==> src/rtl/controle_fases_pkg.sv <==
// ----------------------------------------------------------------------------
// controle_fases_pkg : shared state encoding and default game sizes
// Revision : 1.0
// ----------------------------------------------------------------------------
`default_nettype none

package controle_fases_pkg;

  typedef enum logic [1:0] {
    DESLIGADO      = 2'd0,
    POSICIONAMENTO = 2'd1,
    ATAQUE         = 2'd2,
    FIM            = 2'd3
  } estado_t;

  localparam int NUM_NAVIOS_PADRAO = 3;
  localparam int NUM_TIROS_PADRAO  = 8;

endpackage

`default_nettype wire

==> src/rtl/controle_fases_sincroniza_botao.sv <==
// ----------------------------------------------------------------------------
// sincroniza_botao : two-flop synchronizer plus rising-edge detector
// Revision : 1.0
// ----------------------------------------------------------------------------
`default_nettype none

module sincroniza_botao (
  input  logic clk,
  input  logic rst_n,
  input  logic botao,
  output logic pulso
);

  logic r_sync1;
  logic r_sync2;
  logic r_sync3;

  always_ff @(posedge clk or negedge rst_n) begin
    if (!rst_n) begin
      r_sync1 <= 1'b0;
      r_sync2 <= 1'b0;
      r_sync3 <= 1'b0;
    end else begin
      r_sync1 <= botao;
      r_sync2 <= r_sync1;
      r_sync3 <= r_sync2;
    end
  end

  // one pulse per press, however long the button is held
  assign pulso = r_sync2 & ~r_sync3;

endmodule

`default_nettype wire

==> src/rtl/controle_fases.sv <==
// ----------------------------------------------------------------------------
// controle_fases : game-phase FSM with ship, shot and hit counters
// Revision : 1.0
// ----------------------------------------------------------------------------
`default_nettype none

module controle_fases
  import controle_fases_pkg::*;
#(
  parameter int NUM_NAVIOS = NUM_NAVIOS_PADRAO,
  parameter int NUM_TIROS  = NUM_TIROS_PADRAO
) (
  input  logic       clk,
  input  logic       rst_n,
  input  logic       liga,
  input  logic       btn_confirma,
  input  logic       pos_livre,
  input  logic       acerto,
  output logic       ligado,
  output logic       ataque,
  output logic       fim,
  output logic       vitoria,
  output logic       erro,
  output logic       grava_navio,
  output logic [3:0] navios,
  output logic [3:0] tiros_rest,
  output logic [3:0] acertos
);

  localparam logic [3:0] C_NAVIOS = 4'(NUM_NAVIOS);
  localparam logic [3:0] C_TIROS  = 4'(NUM_TIROS);

  logic       w_conf_p;
  estado_t    r_estado,  w_estado;
  logic [3:0] r_navios,  w_navios;
  logic [3:0] r_tiros,   w_tiros;
  logic [3:0] r_acertos, w_acertos;
  logic       r_vitoria, w_vitoria;
  logic       r_erro,    w_erro;
  logic       r_grava,   w_grava;

  sincroniza_botao u_sinc (
    .clk   (clk),
    .rst_n (rst_n),
    .botao (btn_confirma),
    .pulso (w_conf_p)
  );

  always_ff @(posedge clk or negedge rst_n) begin
    if (!rst_n) begin
      r_estado  <= DESLIGADO;
      r_navios  <= 4'd0;
      r_tiros   <= 4'd0;
      r_acertos <= 4'd0;
      r_vitoria <= 1'b0;
      r_erro    <= 1'b0;
      r_grava   <= 1'b0;
    end else begin
      r_estado  <= w_estado;
      r_navios  <= w_navios;
      r_tiros   <= w_tiros;
      r_acertos <= w_acertos;
      r_vitoria <= w_vitoria;
      r_erro    <= w_erro;
      r_grava   <= w_grava;
    end
  end

  always_comb begin
    w_estado  = r_estado;
    w_navios  = r_navios;
    w_tiros   = r_tiros;
    w_acertos = r_acertos;
    w_vitoria = r_vitoria;
    w_erro    = 1'b0;
    w_grava   = 1'b0;

    // switching off overrides any confirm arriving in the same cycle
    if (!liga) begin
      w_estado  = DESLIGADO;
      w_navios  = 4'd0;
      w_tiros   = 4'd0;
      w_acertos = 4'd0;
      w_vitoria = 1'b0;
    end else begin
      case (r_estado)
        DESLIGADO: w_estado = POSICIONAMENTO;

        POSICIONAMENTO: begin
          if (w_conf_p) begin
            if (pos_livre && (r_navios < C_NAVIOS)) begin
              w_grava  = 1'b1;
              w_navios = r_navios + 4'd1;
              if (w_navios == C_NAVIOS) begin
                w_estado = ATAQUE;
                w_tiros  = C_TIROS;
              end
            end else if (!pos_livre) begin
              w_erro = 1'b1;
            end
          end
        end

        ATAQUE: begin
          if (w_conf_p && (r_tiros != 4'd0)) begin
            w_tiros = r_tiros - 4'd1;
            if (acerto) w_acertos = r_acertos + 4'd1;
            // a winning hit on the last shot counts as victory
            if (w_acertos == C_NAVIOS) begin
              w_estado  = FIM;
              w_vitoria = 1'b1;
            end else if (w_tiros == 4'd0) begin
              w_estado  = FIM;
              w_vitoria = 1'b0;
            end
          end
        end

        FIM: w_estado = FIM;

        default: w_estado = DESLIGADO;
      endcase
    end
  end

  assign ligado      = (r_estado != DESLIGADO);
  assign ataque      = (r_estado == ATAQUE) || (r_estado == FIM);
  assign fim         = (r_estado == FIM);
  assign vitoria     = r_vitoria;
  assign erro        = r_erro;
  assign grava_navio = r_grava;
  assign navios      = r_navios;
  assign tiros_rest  = r_tiros;
  assign acertos     = r_acertos;

endmodule

`default_nettype wire
==> config.mk <==
export PLATFORM = sky130hd
export DESIGN_NAME = controle_fases
export DESIGN_NICKNAME = d
export VERILOG_FILES = /design/src/rtl/controle_fases_pkg.sv /design/src/rtl/controle_fases_sincroniza_botao.sv /design/src/rtl/controle_fases.sv
export SDC_FILE = /design/constraint.sdc
export NUM_CORES = 1
export LEC_CHECK = 0
export ABC_AREA = 0
export BUFFER_PORTS_ARGS = -buffer_cell sky130_fd_sc_hd__buf_2
export CAP_MARGIN = 20
export CORE_ASPECT_RATIO = 1.25
export CORE_MARGIN = 2
export CORE_UTILIZATION = 56
export DETAILED_ROUTE_END_ITERATION = 7
export PLACE_DENSITY = 0.82
export SKIP_LAST_GASP = 1
export SYNTH_ARGS = -nofsm -noshare
export SYNTH_HDL_FRONTEND = slang
export SYNTH_SLANG_ARGS = --single-unit
==> constraint.sdc <==
create_clock -name clk -period 4.4 [get_ports clk]
set_clock_uncertainty 0.15 [all_clocks]
set_input_delay 0.88 -clock clk [delete_from_list [all_inputs] [get_ports clk]]
set_output_delay 0.88 -clock clk [all_outputs]
set_load 0.005 [all_outputs]
==> impl_metrics.json <==
{
  "drtPass1Iterations": 4,
  "place_area_mm2": 0.00116,
  "portBuffers": 23,
  "synth_async_sr_flop_share_pct": 100,
  "htreeDepth": 1,
  "grt_usage_pct": 18.7,
  "fmax_mhz": 458,
  "synth_nets": 117,
  "clkLatencyLatePin_ns": 0.32,
  "yosys.area.top_type": "dfrtp_1",
  "tightest_slew_ns": 0.574,
  "drtAntennaViolNets": 0,
  "vias_per_cell": 5.72,
  "finish.utilization_pct": 68.7,
  "required_ns": 3.37,
  "synth_seq_cells": 20,
  "avgSynthCellArea_um2": 9.88,
  "critPathLaunchType": "flop",
  "drive_above_1_share_pct": 27.1,
  "yosys.area.top_type_share_pct": 47.8,
  "path_class": "reg2out",
  "detail_route.wl_per_cell_um": 13.3,
  "synth_ff_type": "dfrtp_1",
  "place_congestion": 0.735,
  "min_path_type": "reg2reg",
  "ys_seq_area_share_pct": 47.8,
  "max_stage_delay_ns": 0.44,
  "grt_pass1_vias": 719,
  "root_buffer": "clkbuf_4",
  "dpl_worst_slack_ns": 2.29,
  "dieArea_mm2": 0.00223,
  "cts.sinks": 20,
  "p_leak_nw": 0.605,
  "cts-resized-gates": 0,
  "layout_commonest_cell": "buf_2",
  "path_clk_slew_ns": 0.12,
  "clk_path_buf_depth": 2,
  "synth_warnings": 0,
  "final_area_mm2": 0.00121,
  "rsz0062_at_grt": "false",
  "hold_viol": 0,
  "antenna_found_initial": 0,
  "post-dp-hpwl_um": 1480,
  "setup_ws_ns": 2.21,
  "synth_top_cells_by_area": "dfrtp_1, ha_1, nand2_1",
  "final.fill_count": 153,
  "drc": 0,
  "die_w_um": 42.7,
  "coreArea_mm2": 0.00177,
  "status": "finished clean",
  "overflow": 0,
  "cp_slowest_cell": "dfrtp_1",
  "ir_drop_uv": 321,
  "stdcell_count": 148,
  "diodes": 0,
  "min_period_ns": 2.19,
  "yosysUniqueCellTypes": 36,
  "netlist_instances": 106,
  "powerDensity_mw_per_mm2": 295,
  "period_share_pct": 49.7,
  "final_cell_mix": "buf_2, dfrtp_1, nand2_1",
  "drv_cap": 0,
  "dp_cells": 144,
  "finalWirelength_um": 1970,
  "slew_headroom_pct": 61.7,
  "dr.first_iter.drc_count": 11,
  "grt_pass1_wl_um": 3110,
  "arrival_ns": 1.16,
  "vias": 847,
  "cts-buffers-inserted": 3,
  "syn_to_final_growth_pct": 15.9,
  "critPathMaxFanout": 6,
  "num_rows": 17,
  "ios": 24,
  "tns_ns": 0,
  "cts_setup_buffers": 0,
  "grt_max_degree": 21,
  "initial_utilization_pct": 59.3,
  "setup_viol": 0,
  "synth_area_mm2": 0.00105,
  "cts_hold_buf": 0,
  "nets": 141,
  "cts_tree": "built",
  "die_y_um": 52.4,
  "cp_cell_sequence": "or2_2 > buf_2",
  "synth-edff-count": 0,
  "endpoint_kind": "primary output",
  "slew_viol_final": 0
}
-- metal layers --
metal | vias to the layer above | wire length (µm) | part of all wire, % | GRT usage [%]
li1 | 417 | - | - | -
met1 | 404 | 902 | 46 | 25.2
met2 | 21 | 941 | 48 | 29.8
met3 | 5 | 79 | 4.0 | 2.07
met4 | 0 | 41 | 2.1 | 9.38
met5 | - | 0 | 0 | 0
-- final cells by class --
| cell class | instances | area (µm²) | share of cell area, % |
|---|---|---|---|
| timing repair buffer | 23 | 115 | 9.48 |
| sequential | 20 | 500 | 41.2 |
| multi-input combinational | 76 | 499 | 41.1 |
| clock buffer | 3 | 22.5 | 1.86 |
| inverter | 6 | 22.5 | 1.86 |
| clock inverter | 1 | 30.0 | 2.47 |
| tap | 19 | 23.8 | 1.96 |
-- synthesized netlist by cell type (2+ instances only) --
cell,n
a21oi_1,6
a31oi_1,4
and2_1,3
and2b_2,2
dfrtp_1,20
ha_1,5
inv_1,6
nand2_1,13
nand3_1,3
nand4_1,3
nor2_1,6
nor3_1,2
o21ai_0,6
o22ai_1,2
or2_2,2
or3_1,2
xor2_1,2
-- critical path: cells and delay by family (launching register included) --
kind,cells,cell delay [ns]
flops,1,0.44
simple gates,1,0.28
buf+inv,1,0.12
-- state kept, by name, indices dropped and copies added, names as in the netlist --
register	flops
u_sinc.r_sync1	1
navios	4
tiros_rest	4
grava_navio	1
r_estado	2
u_sinc.r_sync3	1
u_sinc.r_sync2	1
acertos	4
vitoria	1
erro	1
-- worst paths after layout --
check                                from             end  slack, ns  cells past startpoint
max                           r_estado[1]          ligado       2.21                      2
min                        u_sinc.r_sync1  u_sinc.r_sync2       0.22                      0
max reg2reg                 tiros_rest[0]         vitoria       2.50                      7
min reg2reg                u_sinc.r_sync1  u_sinc.r_sync2       0.22                      0
max in group asynchronous           rst_n   tiros_rest[3]       3.46                      1
min in group asynchronous           rst_n       navios[2]       0.33                      1
-- metrics by stage --
stage	hold WS, ns	power, mW
3_5_place_dp	0.192	0.209
5_1_grt	0.234	0.367
6_report	0.216	0.358
3_3_place_gp	0.188	0.208
2_1_floorplan	0.181	0.199
4_1_cts	0.220	0.358
-- power by group --
group	leakage, nW	switching (mW)	total (mW)	internal (mW)
logic	0.308	0.0113	0.0169	0.00562
registers	0.270	0.00124	0.188	0.186
clock network	0.0279	0.0616	0.154	0.0922
-- logic make-up (layout without fill, tap and decap cells) --
group | count (synthesis) | after routing | share of synthesized area, %
AOI/OAI and AO/OA | 23 | 23 | 14.7
xor gates and xnor gates | 3 | 3 | 2.51
adders and majority gates | 5 | 5 | 5.97
buffers and inverters | 10 | 33 | 4.54
DFF | 20 | 20 | 47.8
and+or+nand+nor | 45 | 45 | 24.5
No activity file was read; power rests on OpenSTA's default activity.
